File: config.mk
export PLATFORM = sky130hd
export DESIGN_NAME = addr_decoder_n
export DESIGN_NICKNAME = d
export VERILOG_FILES = /design/src/rtl/addr_decoder_n.sv
export SDC_FILE = /design/constraint.sdc
export NUM_CORES = 1
export LEC_CHECK = 0
export CELL_PAD_IN_SITES_DETAIL_PLACEMENT = 1
export CELL_PAD_IN_SITES_GLOBAL_PLACEMENT = 1
export CORE_MARGIN = 2
export CORE_UTILIZATION = 36
export CTS_CLUSTER_DIAMETER = 40
export DETAILED_ROUTE_END_ITERATION = 6
export GPL_ROUTABILITY_DRIVEN = 0
export PLACE_DENSITY = 0.88
export SYNTH_ARGS = -nofsm -noshare
export SYNTH_HDL_FRONTEND = slang
export SYNTH_SLANG_ARGS = --single-unit
File: constraint.sdc
create_clock -name clk -period 1.33 [get_ports clk]
set_input_delay 0.266 -clock clk [delete_from_list [all_inputs] [get_ports clk]]
set_output_delay 0.266 -clock clk [all_outputs]
set_load 0.02 [all_outputs]
File: src/rtl/addr_decoder_n.sv
// Serial-address bus decoder: shifts in a slave address, gates master valid and drives the read-mux select.
// Optional WAIT watchdog is enabled by defining ADDR_DEC_TIMEOUT_EN.
module addr_decoder_n #(
    parameter int NUM_SLAVES        = 3,
    parameter int DEVICE_ADDR_WIDTH = 4,
    parameter int TIMEOUT_CYCLES    = 255,
    localparam int SSEL_W           = (NUM_SLAVES > 1) ? $clog2(NUM_SLAVES) : 1
) (
    input  logic                  clk,
    input  logic                  rst,
    input  logic                  mwdata,
    input  logic                  mvalid,
    input  logic                  ssplit,
    input  logic                  split_grant,
    input  logic [NUM_SLAVES-1:0] sready,
    output logic [NUM_SLAVES-1:0] mvalid_s,
    output logic [SSEL_W-1:0]     ssel,
    output logic                  ack,
    output logic                  dec_err,
    output logic                  split_pending,
    output logic                  timeout
);

    localparam int AW    = DEVICE_ADDR_WIDTH;
    localparam int CNT_W = $clog2(DEVICE_ADDR_WIDTH);

    localparam logic [1:0] ST_IDLE    = 2'd0;
    localparam logic [1:0] ST_ADDR    = 2'd1;
    localparam logic [1:0] ST_CONNECT = 2'd2;
    localparam logic [1:0] ST_WAIT    = 2'd3;

    logic [1:0]       state_r;
    logic [CNT_W-1:0] counter_r;
    logic [AW-1:0]    addr_r;
    logic [AW-1:0]    split_addr_r;
    logic [SSEL_W-1:0] ssel_r;
    logic             slave_en_r;
    logic             split_pending_r;
    logic             addr_hit_s;
    logic             addr_rdy_s;
    logic             addr_ok_s;
    logic             wait_expired_s;

    // Range check and ready lookup in one pass; only in-range indices ever touch sready.
    function automatic logic [1:0] slave_lookup(input logic [AW-1:0] a,
                                                input logic [NUM_SLAVES-1:0] rdy);
        logic hit;
        logic rd;
        hit = 1'b0;
        rd  = 1'b0;
        for (int i = 0; i < NUM_SLAVES; i++) begin
            hit = hit | (a == AW'(i));
            rd  = rd  | ((a == AW'(i)) & rdy[i]);
        end
        return {hit, rd};
    endfunction

    // Address validation and combinational accept/error flags.
    always_comb begin
        {addr_hit_s, addr_rdy_s} = slave_lookup(addr_r, sready);
        addr_ok_s = addr_hit_s & addr_rdy_s;
        ack       = (state_r == ST_CONNECT) & addr_ok_s;
        dec_err   = (state_r == ST_CONNECT) & ~addr_ok_s;
    end

    // One-hot valid gating towards the selected slave.
    always_comb begin
        mvalid_s = {NUM_SLAVES{1'b0}};
        for (int i = 0; i < NUM_SLAVES; i++) begin
            mvalid_s[i] = mvalid & slave_en_r & (ssel_r == SSEL_W'(i));
        end
    end

    // Main transfer FSM: serial capture, connect, wait, split bookkeeping.
    always_ff @(posedge clk) begin
        if (rst) begin
            state_r         <= ST_IDLE;
            counter_r       <= {CNT_W{1'b0}};
            addr_r          <= {AW{1'b0}};
            split_addr_r    <= {AW{1'b0}};
            ssel_r          <= {SSEL_W{1'b0}};
            slave_en_r      <= 1'b0;
            split_pending_r <= 1'b0;
        end else begin
            case (state_r)
                ST_IDLE: begin
                    slave_en_r <= 1'b0;
                    if (mvalid) begin
                        addr_r[0] <= mwdata;
                        counter_r <= CNT_W'(1);
                        state_r   <= ST_ADDR;
                    end else if (split_grant && split_pending_r) begin
                        addr_r          <= split_addr_r;
                        split_pending_r <= 1'b0;
                        state_r         <= ST_WAIT;
                    end else begin
                        state_r <= ST_IDLE;
                    end
                end
                ST_ADDR: begin
                    addr_r[counter_r] <= mwdata;
                    if (counter_r == CNT_W'(DEVICE_ADDR_WIDTH - 1)) begin
                        counter_r <= {CNT_W{1'b0}};
                        state_r   <= ST_CONNECT;
                    end else begin
                        counter_r <= counter_r + CNT_W'(1);
                    end
                end
                ST_CONNECT: begin
                    slave_en_r <= 1'b1;
                    ssel_r     <= addr_r[SSEL_W-1:0];
                    if (!addr_ok_s) begin
                        state_r <= ST_IDLE;
                    end else if (mvalid) begin
                        state_r <= ST_WAIT;
                    end else begin
                        state_r <= ST_CONNECT;
                    end
                end
                ST_WAIT: begin
                    slave_en_r <= 1'b1;
                    ssel_r     <= addr_r[SSEL_W-1:0];
                    if (addr_rdy_s || ssplit) begin
                        state_r <= ST_IDLE;
                        // Only one split can be outstanding; a new one replaces the old record.
                        if (ssplit) begin
                            split_addr_r    <= addr_r;
                            split_pending_r <= 1'b1;
                        end else begin
                            split_pending_r <= split_pending_r;
                        end
                    end else if (wait_expired_s) begin
                        state_r <= ST_IDLE;
                    end else begin
                        state_r <= ST_WAIT;
                    end
                end
                default: begin
                    state_r    <= ST_IDLE;
                    slave_en_r <= 1'b0;
                end
            endcase
        end
    end

`ifdef ADDR_DEC_TIMEOUT_EN
    localparam int TO_W = $clog2(TIMEOUT_CYCLES + 1);

    logic [TO_W-1:0] to_cnt_r;
    logic            timeout_r;

    assign wait_expired_s = (state_r == ST_WAIT) & (to_cnt_r == TO_W'(TIMEOUT_CYCLES - 1))
                          & ~(addr_rdy_s | ssplit);

    // Watchdog: counter is held at zero outside WAIT so every WAIT entry starts fresh.
    always_ff @(posedge clk) begin
        if (rst) begin
            to_cnt_r  <= {TO_W{1'b0}};
            timeout_r <= 1'b0;
        end else begin
            timeout_r <= wait_expired_s;
            if (state_r == ST_WAIT) begin
                to_cnt_r <= to_cnt_r + TO_W'(1);
            end else begin
                to_cnt_r <= {TO_W{1'b0}};
            end
        end
    end

    assign timeout = timeout_r;
`else
    // Watchdog compiled out: WAIT ends only on sready or ssplit; TIMEOUT_CYCLES stays referenced.
    assign wait_expired_s = 1'b0 & (TIMEOUT_CYCLES != 0);
    assign timeout        = 1'b0;
`endif

    assign ssel          = ssel_r;
    assign split_pending = split_pending_r;

endmodule

==> results.txt, run 1 <==
The flow ran to the end, but the final reports show violations. The final reports fail on negative setup slack. The final layout contains routed wiring with a total length of 2860 um.

The net total in the final layout is 148, and the count of routing violations after the opening detailed-route iteration is 16. Broken down by cell family, the worst path's largest delay share belongs to buffers and inverters. The largest individual stage delay along the critical path comes from the cell clkdlybuf4s50_1. The total overflow left after global routing is 0. The count of endpoints failing hold in the final timing report was 0; the growth of design area from synthesis to finish was 50.6%. The half-perimeter wire length after placement is 1930 um. No sink is reached through more buffers than the 2 on the longest clock path. In the layout the commonest cells are buf_4 (16), nor2_1 (11), dfxtp_1 (10).

The worst path uses 123% of the clock period. The tools report the clock tree root driver cell as clkbuf_4. The initial core utilization was 38.1%; the count of unique library cells instantiated by Yosys was 29.

CTS saw 16 sinks. The largest stage delay on the critical path was 450 ps; the clock latency at the later pin of the worst-skew pair was 300 ps. The detailed-route wire length per cell is 17.6 um. Synthesized area per cell: 8.34 um2.

The logs give 7 for the final count of negative-setup-slack endpoints and 1 for the deepest level of the CTS H-tree. Following the worst setup path forward leads to its endpoint at dec_err. The maximum clock frequency was 609 MHz. Clock-pin slew was measured on the worst setup and hold paths at 100 ps.

The critical path starts at sready[1]. Cells with a size suffix above 1 make up 38.1% of the layout. The worst setup path is captured at a primary output. The tools report the source of the worst register-to-register timing path as state_r[1]. The switching power came out at 292 uW. The first detailed-routing pass took 4 iterations. The cell-internal power came out at 762 uW. The logs give 48.1% for the sequential cell fraction of total power and 0 for the count of synthesis-stage warnings from yosys. Clock buffer count from CTS: 3. Entering global routing, the biggest net connects 17 pins. The run gives 0.00223 mm2 as the core region area. The routed layout has 881 vias.

The run gives 918 as the number of global-route vias before repair. In this run the power density over the cells is 823 mW/mm2. After routing the design area is 0.00128 mm2. Minimum period implied by the final worst setup slack: 1640 ps.

Measured on the finished design, the core utilization comes to 57.4%. The first global-routing pass estimated 4110 um of wire. Class of the tightest hold or removal check: register to register. After floorplanning, the core was divided into 17 placement rows. The worst setup path is of the input pin to primary output kind. Sequential fraction of the synthesis area: 37.6%. The number of antenna diodes in the final layout is 0. During placement, the flow inserted port buffers numbering 16.

The library cell used most frequently in the layout, excluding fill and tap cells, is buf_4. The total power is 1.05 mW. Synthesis handed over a netlist of 102 instances. The endpoint of the most critical register-to-register path is addr_r[0].

The logs give 1060 ps for the required time of the worst setup path and 0.654 mV for the worst vdd rail ir drop. The final antenna-violating net count is 0. Setup repair after global routing could not meet its margin everywhere. In the synthesized netlist the dominant register cell turns out to be dfxtp_1.

The share of power burned in combinational logic came out at 19.4%. The number of placed I/O pins is 18. Max-cap violations in this run came to 0.

The number of gates on the worst path with buffers counted is 6. The tools report the DRC violations left as 0. TritonCTS built the clock tree.

The worst path buffer plus inverter count was 3; the summed negative setup slack over all endpoints was -1210 ps. Nature of the critical path startpoint: an input pin. Across the whole layout, storage elements account for 330 um2. The mean number of vias per cell is 5.44, and the synthesized net count is 115.

The highest fanout seen on the critical path came out at 3. For the number of max-slew violations in the final report, the log shows 0. From left edge to right edge, the die measures 52.6 um.

For the post-place instance area, the log shows 0.00115 mm2. For the count of fill cells added during filler insertion, the log shows 268. The worst slack at placement is -864 ps, and the die outline area is 0.00277 mm2. For the worst flop-to-flop path, the logic depth is 6. The global router's overall resource usage is 20.9%, and the static leakage is 0.546 nW.

The setup slack of the worst register-to-register path was -250 ps. The number of antenna violations at the first check in global routing came out at 0. The tools report the area taken by multi-input logic gates as 579 um2.

The clock network burns 32.5% of the power. The logs give 1380 ps for the endpoint arrival time on the critical path and 851 um2 for the post-synthesis instance area. Net switching is 27.7% of the power. Height of the chip: 52.6 um. The flip-flop and latch count after synthesis came out at 16. Traced cell by cell, the critical path runs through clkdlybuf4s50_1 -> inv_1 -> o21ai_2 -> nand3_1 -> and2_4 -> buf_6. Clock skew on the completed layout was measured at 11.4 ps. The final worst setup slack is -311 ps. The number of synthesized flops with an enable pin was 0. Counting flops with an async set or reset pin after synthesis yields a share of 0%.
cells in the mapped netlist (2+ instances only):
master | n | area share (%)
and2_1 | 2 | 1.5
dfxtp_1 | 16 | 38
nand3_1 | 6 | 3.5
a21oi_1 | 5 | 2.9
nand2_1 | 6 | 2.6
a31oi_1 | 4 | 2.9
nor2b_1 | 6 | 4.4
a211o_1 | 2 | 2.1
nor3_1 | 3 | 1.8
ha_1 | 4 | 5.9
nor2_1 | 13 | 5.7
mux2i_1 | 6 | 7.1
a211oi_1 | 4 | 3.5
buf_2 | 3 | 1.8
nor3b_1 | 3 | 2.6
o21ai_0 | 2 | 1.2
inv_1 | 5 | 2.2
power groups by stage:
stage / clock, mW / sequential (mW) / combinational (mW)
3_3_place_gp: 0 / 0.514 / 0.165
5_1_grt: 0.367 / 0.509 / 0.220
3_5_place_dp: 0 / 0.517 / 0.175
4_1_cts: 0.344 / 0.509 / 0.180
2_1_floorplan: 0 / 0.514 / 0.0850
6_report: 0.342 / 0.507 / 0.205
through the flow:
stage | cells | hold WS, ps
after floorplan | 102 | 335
after global placement | 157 | 461
after detailed placement | 157 | 482
after CTS | 161 | 505
after global routing | 162 | 549
final | 162 | 492
registers in the layout, summed over array words and instances, names as in the netlist:
signal         count
addr_r             4
counter_r          2
slave_en_r         1
split_addr_r       4
split_pending      1
state_r            2
ssel               2
final cells by class:
| class | instances | share of cell area, % |
|---|---|---|
| multi-input combinational | 76 | 45.2 |
| sequential | 16 | 25.8 |
| timing repair buffer | 33 | 22.0 |
| clock buffer | 4 | 2.83 |
| tap | 28 | 2.73 |
| inverter | 5 | 1.46 |
logic make-up (layout without fill, tap and decap cells):
kind of cell	count (synthesis)	count (layout)	share of synthesized area, %
muxes	7	7	8.38
DFF	16	16	37.6
AOI/OAI and AO/OA	21	21	16.5
adders and majority gates	4	4	5.88
buffers and inverters	10	42	5.29
and+or+nand+nor	43	43	25.9
other	1	1	0.441
worst min path at each step:
stage	from	depth (start not counted)	slack [ps]	endpoint
after floorplan	rst	1	340	addr_r[1]
after global placement	split_addr_r[3]	2	460	split_addr_r[3]
after detailed placement	split_addr_r[3]	2	480	split_addr_r[3]
after CTS	split_addr_r[3]	2	510	split_addr_r[3]
after global routing	split_addr_r[3]	2	550	split_addr_r[3]
final	split_addr_r[3]	2	490	split_addr_r[3]
per-layer routing:
layer	vias up	GRT usage [%]	routed length (um)
li1	424	-	-
met5	-	0	0
met4	0	9.83	60
met1	427	23.6	1230
met3	6	3.43	78
met2	24	37.5	1490
worst register-to-register path, stage by stage (launching register included):
cell and delay, ps:
dfxtp_1 340, buf_4 260, nor2b_4 70, buf_4 170, nor3b_2 160, a21oi_1 80
a211oi_1 380
timing repair:
item,in CTS,in global routing
hold buffers,0,0
setup buffers,0,1
pin swaps,4,3
setup endpoints to repair,15,15
resized for setup,51,22
No activity file was read; power rests on OpenSTA's default activity.
==> run 2: changes to the inputs <==
Settings changed: CORE_UTILIZATION 36 to 38, PLACE_DENSITY 0.88 to 0.91.
Clock period 1.33 ns to 2.03 ns, I/O delays scaled along.
==> results.txt, run 2 (synthesis gave the netlist of run 1 again) <==
The run finished with clean final reports. The largest stage delay on the critical path is 390 ps (was 450 ps). Clock tree root driver cell: clkbuf_4 (unchanged). The run gives 483 uW (was 762 uW) as the cell-internal power. The nature of the critical path startpoint is an input pin (unchanged). The total via count after detailed routing was 816 (was 881); the number of gates on the worst path with buffers counted was 6 (unchanged). The required time of the worst setup path came out at 1620 ps (was 1060 ps). Largest regs: addr_r x4, split_addr_r x4 (unchanged). The tools report the number of placed I/O pins as 18 (unchanged).

The number of detailed-route iterations in the first pass is 4 (unchanged), and the row count is 17 (unchanged). Critical path's slowest cell: clkdlybuf4s50_1 (unchanged). The mean number of vias per cell was 5.33 (was 5.44). The highest fanout seen on the critical path is 3 (unchanged), and the static leakage is 0.456 nW (was 0.546 nW). The net total in the final layout was 139 (was 148). Critical path class: input pin to primary output (unchanged). The half-perimeter wire length after placement was 1840 um (was 1930 um). TritonCTS built the clock tree. The tools report the source of the worst register-to-register timing path as state_r[0] (was state_r[1]). The minimum period implied by the final worst setup slack came out at 1980 ps. Leading cell types in the layout, fill and taps excluded: dfxtp_1 (16), nor2_1 (12), clkdlybuf4s50_1 (11) (was buf_4 (16), nor2_1 (11), dfxtp_1 (10)). Cell depth of the worst flop-to-flop path: 5 (was 6).

Setup repair after global routing left no endpoint under its margin. The logs give 0 ps (was -1210 ps) for the summed negative setup slack over all endpoints and 149 (was 157) for the number of placed instances with taps included. The logs give 39.2% (was 38.1%) for the initial core utilization and 0.00217 mm2 (was 0.00223 mm2) for the core region area.

The number of input and output port buffers inserted came out at 16 (unchanged). The logs give 580 ps (was -250 ps) for the setup slack of the worst register-to-register path and 59.2% for the worst slew margin relative to its limit. The run gives 0 (unchanged) as the antenna diode instance count.

The tools report the clock sink count as 16 (unchanged). The tools report the type of destination of the critical path as a primary output (unchanged). For the worst slack at placement, the log shows -423 ps (was -864 ps). The count of fill cells added during filler insertion was 265 (was 268). The sequential cell fraction of total power is 50.8% (was 48.1%). Sequence of cells on the critical path: clkdlybuf4s50_1 -> nor2b_1 -> a211o_1 -> nand3_2 -> inv_1 -> clkdlybuf4s15_2 (was clkdlybuf4s50_1 -> inv_1 -> o21ai_2 -> nand3_1 -> and2_4 -> buf_6). The clock skew is 3.43 ps (was 11.4 ps), and the ratio of cells with drive above 1 in the final layout is 16.0% (was 38.1%). The most frequent standard cell in the layout excluding fill and tap cells is dfxtp_1 (was buf_4). The count of hold buffers inserted by post-cts repair was 0 (unchanged); the global router's overall resource usage was 19.7% (was 20.9%).

For the global-route congestion overflow total, the log shows 0 (unchanged). The class of the tightest hold or removal check was register to register (unchanged). For the switching power, the log shows 171 uW (was 292 uW). The count of endpoints failing hold in the final timing report is 0 (unchanged). The maximum number of buffers from clock root to sink was 2 (unchanged); the maximum number of pins on one net before global-route repair was 17 (unchanged). For the final-layout worst hold slack, the log shows 499 ps (was 492 ps).

The family with the most delay on the worst path was buffers and inverters (unchanged). The slew at the pin closest to its max-slew limit is 610 ps. The run gives 0 (unchanged) as the number of post-CTS setup repair buffers.

Worst path buffer plus inverter count: 3 (unchanged). Destination of the critical timing path: ack (was dec_err). The deepest level of the CTS H-tree was 1 (unchanged); the growth of design area from synthesis to finish was 31.3% (was 50.6%).

The number of antenna violations at the first check in global routing came out at 0 (unchanged). The switching part of the total was 26.2% (was 27.7%); the detailed-route wire length per cell was 15.4 um (was 17.6 um). The share of total power in the clock network came out at 33.5% (was 32.5%). The final worst setup slack is 53.4 ps (was -311 ps), and the period utilization is 97.4%.

The tools report the share of power burned in combinational logic as 15.7% (was 19.4%). The die outline area is 0.00263 mm2 (was 0.00277 mm2). The height of the chip was 51.3 um (was 52.6 um); the count of routing violations after the opening detailed-route iteration was 4 (was 16). The final non-filler cell total was 153 (was 162). The cell area power density came out at 585 mW/mm2 (was 823 mW/mm2).

The logs give 1570 ps (was 1380 ps) for the endpoint arrival time on the critical path and 290 ps (was 300 ps) for the clock latency at the later pin of the worst-skew pair. The worst vdd rail ir drop was 0.368 mV (was 0.654 mV). The final count of negative-setup-slack endpoints was 0 (was 7); the number of maximum-capacitance violations was 0 (unchanged). The die span in x works out to 51.3 um (was 52.6 um). The logs give 2360 um (was 2860 um) for the final wirelength and 0 (unchanged) for the number of max-slew violations in the final report.

The endpoint of the most critical register-to-register path was addr_r[0] (unchanged). The DRC violations left is 0 (unchanged). Launching instance or port of the critical path: sready[0] (was sready[1]). The final antenna-violating net count was 0 (unchanged); the wire length of the first global-routing pass was 3750 um (was 4110 um).

For the maximum clock frequency, the log shows 506 MHz. The clock transition at the registers of the reported paths was 100 ps (about the same). The clock buffer count from CTS is 3 (unchanged), and the number of global-route vias before repair is 828 (was 918).
-- run 2: changes by cell type in the layout (fill, tap and decap cells not counted), sizes merged --
cell / before / now
buf: 23 / 9
clkdlybuf4s50: 5 / 11
clkdlybuf4s15: 0 / 2
dlygate4sd2: 3 / 1
clkbuf: 6 / 5
-- run 2: final cells by class --
type                       count  area (um2)  area share, %
tap                           28        35.0           3.14
inverter                       5        18.8           1.68
clock buffer                   4        36.3           3.25
sequential                    16         320           28.7
timing repair buffer          24         210           18.8
multi-input combinational     76         497           44.5
-- run 2: routing by layer --
| layer | vias up | wire length, um | GRT usage [%] |
|---|---|---|---|
| met5 | - | 0 | 0 |
| met4 | 0 | 39 | 5.70 |
| met3 | 4 | 65 | 6.14 |
| met2 | 13 | 1150 | 32.9 |
| met1 | 394 | 1110 | 24.4 |
| li1 | 405 | - | - |
-- run 2: metrics by stage --
step | power (mW) | instance area, um2 | util [%]
final | 0.654 | 1120 | 51.5
after global routing | 0.685 | 1120 | 51.5
after CTS | 0.658 | 1110 | 51.3
after detailed placement | 0.440 | 1080 | 49.8
after global placement | 0.433 | 1080 | 49.8
after floorplan | 0.392 | 851 | -
-- run 2: power groups by stage --
stage	registers, mW	clock network [mW]	logic [mW]
floorplan	0.337	0	0.0557
global placement	0.338	0	0.0954
detailed placement	0.339	0	0.101
CTS	0.331	0.224	0.103
global route	0.333	0.239	0.113
finish	0.332	0.219	0.103
-- run 2: how the worst min path moves through the flow --
stage / depth (start not counted) / startpoint / endpoint / slack (ps)
floorplan: 2 / addr_r[3] / addr_r[3] / 450
global placement: 2 / split_addr_r[3] / split_addr_r[3] / 460
detailed placement: 2 / split_addr_r[3] / split_addr_r[3] / 490
CTS: 2 / addr_r[3] / addr_r[3] / 510
global route: 2 / split_addr_r[3] / split_addr_r[3] / 550
finish: 2 / split_addr_r[3] / split_addr_r[3] / 500
-- run 2: worst reg2reg max path: stages (launching register included) --
cell and delay (ps):
dfxtp_1 340, buf_4 180, nor2b_1 210, mux2_2 350
a21oi_1 150, a211oi_1 80
-- run 2: what timing repair did --
action / in CTS / in global routing
endpoints found under the setup margin: 5 / 4
pin swaps: 0 / 1
gates resized for setup: 12 / 6
==> run 3: changes to the inputs <==
Settings changed: PLACE_DENSITY 0.91 to unset, PLACE_DENSITY_LB_ADDON set to 0.2, SLEW_MARGIN set to 20.
==> results.txt, run 3 (synthesis gave the netlist of run 1 again) <==
The run finished with clean final reports. The mean number of vias per cell is 5.35 (was 5.33). The period utilization was 96.0% (was 97.4%); the global router's overall resource usage was 19.2% (was 19.7%). The antenna diode instance count is 0 (unchanged). TritonCTS built the clock tree. The class of the tightest hold or removal check was register to register (unchanged). The deepest level of the CTS H-tree came out at 1 (unchanged). The clock sink count is 16 (unchanged). The setup slack of the worst register-to-register path is 590 ps (was 580 ps). The final wirelength came out at 2220 um (was 2360 um).

The tools report the source of the worst hold timing path as addr_r[3] (was split_addr_r[3]). The clock buffer count from CTS is 3 (unchanged). The number of placed I/O pins was 18 (unchanged); the clock skew was 5.29 ps (was 3.43 ps). The worst path buffer plus inverter count is 2 (was 3).

The endpoint of the most critical register-to-register path is addr_r[0] (unchanged). The ratio of cells with drive above 1 in the final layout was 16.0% (unchanged); the maximum number of buffers from clock root to sink was 2 (unchanged). The number of input and output port buffers inserted was 16 (unchanged); the count of endpoints failing hold in the final timing report was 0 (unchanged). The number of global-route vias before repair is 825 (was 828), and the clock transition at the registers of the reported paths is 90 ps (was 100 ps). The number of post-CTS setup repair buffers came out at 0 (unchanged).

The cell area power density is 590 mW/mm2 (was 585 mW/mm2), and the net total in the final layout is 139 (unchanged). The maximum number of pins on one net before global-route repair came out at 17 (unchanged). The logs give 0.00108 mm2 (unchanged) for the post-place instance area and 1620 ps (about the same) for the required time of the worst setup path.

The initial core utilization came out at 39.2% (unchanged). Family with the most delay on the worst path: buffers and inverters (unchanged). The number of detailed-route iterations in the first pass was 4 (unchanged); the core region area was 0.00217 mm2 (unchanged). For the row count, the log shows 17 (unchanged).

The worst slack at placement was -410 ps (was -423 ps); the cell depth of the worst flop-to-flop path was 5 (unchanged). Final antenna-violating net count: 0 (unchanged). Setup repair after global routing left no endpoint under its margin.

The number of cells on the worst hold path was 2 (unchanged). The critical path's slowest cell was clkdlybuf4s50_1 (unchanged). The total via count after detailed routing was 819 (was 816). For the final worst setup slack, the log shows 80.3 ps (was 53.4 ps). For the DRC violations left, the log shows 0 (unchanged).

The highest fanout seen on the critical path works out to 3 (unchanged). The tools report the source of the worst register-to-register timing path as state_r[0] (unchanged). The growth of design area from synthesis to finish is 29.7% (was 31.3%), and the number of antenna violations at the first check in global routing is 0 (unchanged). For the endpoint arrival time on the critical path, the log shows 1540 ps (was 1570 ps). For the global-route congestion overflow total, the log shows 0 (unchanged). For the worst slew margin relative to its limit, the log shows 59.4% (was 59.2%). Largest regs: addr_r x4, split_addr_r x4 (unchanged). The slew at the pin closest to its max-slew limit is 607 ps (was 610 ps), and the minimum period implied by the final worst setup slack is 1950 ps (was 1980 ps). The detailed-route wire length per cell was 14.5 um (was 15.4 um); the die outline area was 0.00263 mm2 (unchanged). The maximum clock frequency came out at 513 MHz (was 506 MHz). The count of hold buffers inserted by post-cts repair is 0 (unchanged), and the height of the chip is 51.3 um (unchanged). The run gives 0 (unchanged) as the number of max-slew violations in the final report. The total non-filler cell area in the finished layout was 0.00110 mm2 (was 0.00112 mm2). Leading cell types in the layout, fill and taps excluded: dfxtp_1 (16), nor2_1 (13), clkdlybuf4s50_1 (11) (was dfxtp_1 (16), nor2_1 (12), clkdlybuf4s50_1 (11)). The destination of the worst hold path is addr_r[3] (was split_addr_r[3]). Nature of the critical path startpoint: an input pin (unchanged). Type of destination of the critical path: a primary output (unchanged). The final count of negative-setup-slack endpoints is 0 (unchanged).

The tools report the clock tree root driver cell as clkbuf_4 (unchanged). The largest stage delay on the critical path was 390 ps (about the same); the wire length of the first global-routing pass was 3730 um (was 3750 um). The count of routing violations after the opening detailed-route iteration was 7 (was 4). Sequence of cells on the critical path: clkdlybuf4s50_1 -> nor2b_1 -> a211o_1 -> nand3_1 -> and2_1 -> buf_2 (was clkdlybuf4s50_1 -> nor2b_1 -> a211o_1 -> nand3_2 -> inv_1 -> clkdlybuf4s15_2).

The most frequent standard cell in the layout excluding fill and tap cells was dfxtp_1 (unchanged). The run gives 290 ps (about the same) as the clock latency at the later pin of the worst-skew pair. The tools report the half-perimeter wire length after placement as 1690 um (was 1840 um). The critical path class is input pin to primary output (unchanged).

The number of maximum-capacitance violations was 0 (unchanged); the die span in x was 51.3 um (unchanged). For the static leakage, the log shows 0.457 nW (was 0.456 nW). The worst vdd rail ir drop was 0.451 mV (was 0.368 mV).
-- run 3: changes by cell type in the layout (fill, tap and decap cells not counted), sizes merged --
cell / change
buf: +1
clkdlybuf4s15: -2
clkbuf: +1
-- run 3: power breakdown --
group	switching (mW)	internal, mW
Clock	0.107	0.109
Combinational	0.0515	0.0508
Sequential	0.00936	0.322
-- run 3: worst max-delay path by stage --
| stage | startpoint | cells past startpoint | end | slack, ps |
|---|---|---|---|---|
| 2_1_floorplan | sready[0] | 4 | dec_err | 510 |
| 3_3_place_gp | sready[0] | 6 | dec_err | -360 |
| 3_5_place_dp | sready[1] | 6 | ack | -410 |
| 4_1_cts | sready[0] | 6 | ack | 20 |
| 5_1_grt | sready[0] | 6 | dec_err | 9 |
| 6_report | sready[0] | 6 | dec_err | 80 |
-- run 3: repair_timing --
action / CTS / global route
endpoints found under the setup margin: 5 / 4
resized for setup: 12 / 8
pin swaps: 0 / 1
gates cloned: 0 / 0
-- run 3: worst reg2reg max path: cells and delay by family (launching register included) --
family | cells | cell delay [ps]
flip-flops | 1 | 350
AND/OR/NAND/NOR | 1 | 200
AO/OA/AOI/OAI | 2 | 230
buffers and inverters | 1 | 180
multiplexers | 1 | 350
-- run 3: through the flow --
step                      total power [mW]  hold WS (ps)  TNS, ps  util (%)  cells
final                                0.651           502        0      50.9    153
after global routing                 0.687           537        0      50.9    153
after CTS                            0.657           501        0      51.3    153
after detailed placement             0.439           486    -1460      49.8    149
after global placement               0.435           472    -1310      49.8    149
after floorplan                      0.392           446        0         -    102
-- run 3: area by class of cell --
cell class	count	area, um2
multi-input cells	76	494
flip-flops and latches	16	320
well taps	28	35.0
inverters	5	18.8
clock buffers	4	36.3
repair buffers	24	199
fillers	268	1070
-- run 3: metal layers --
metal  vias to the layer above  track usage, %  part of all wire [%]
li1                        403               -                     -
met1                       398            23.1                    44
met2                        13            34.8                    52
met3                         5            1.75                   2.6
met4                         0            7.89                   1.5
met5                         -               0                     0
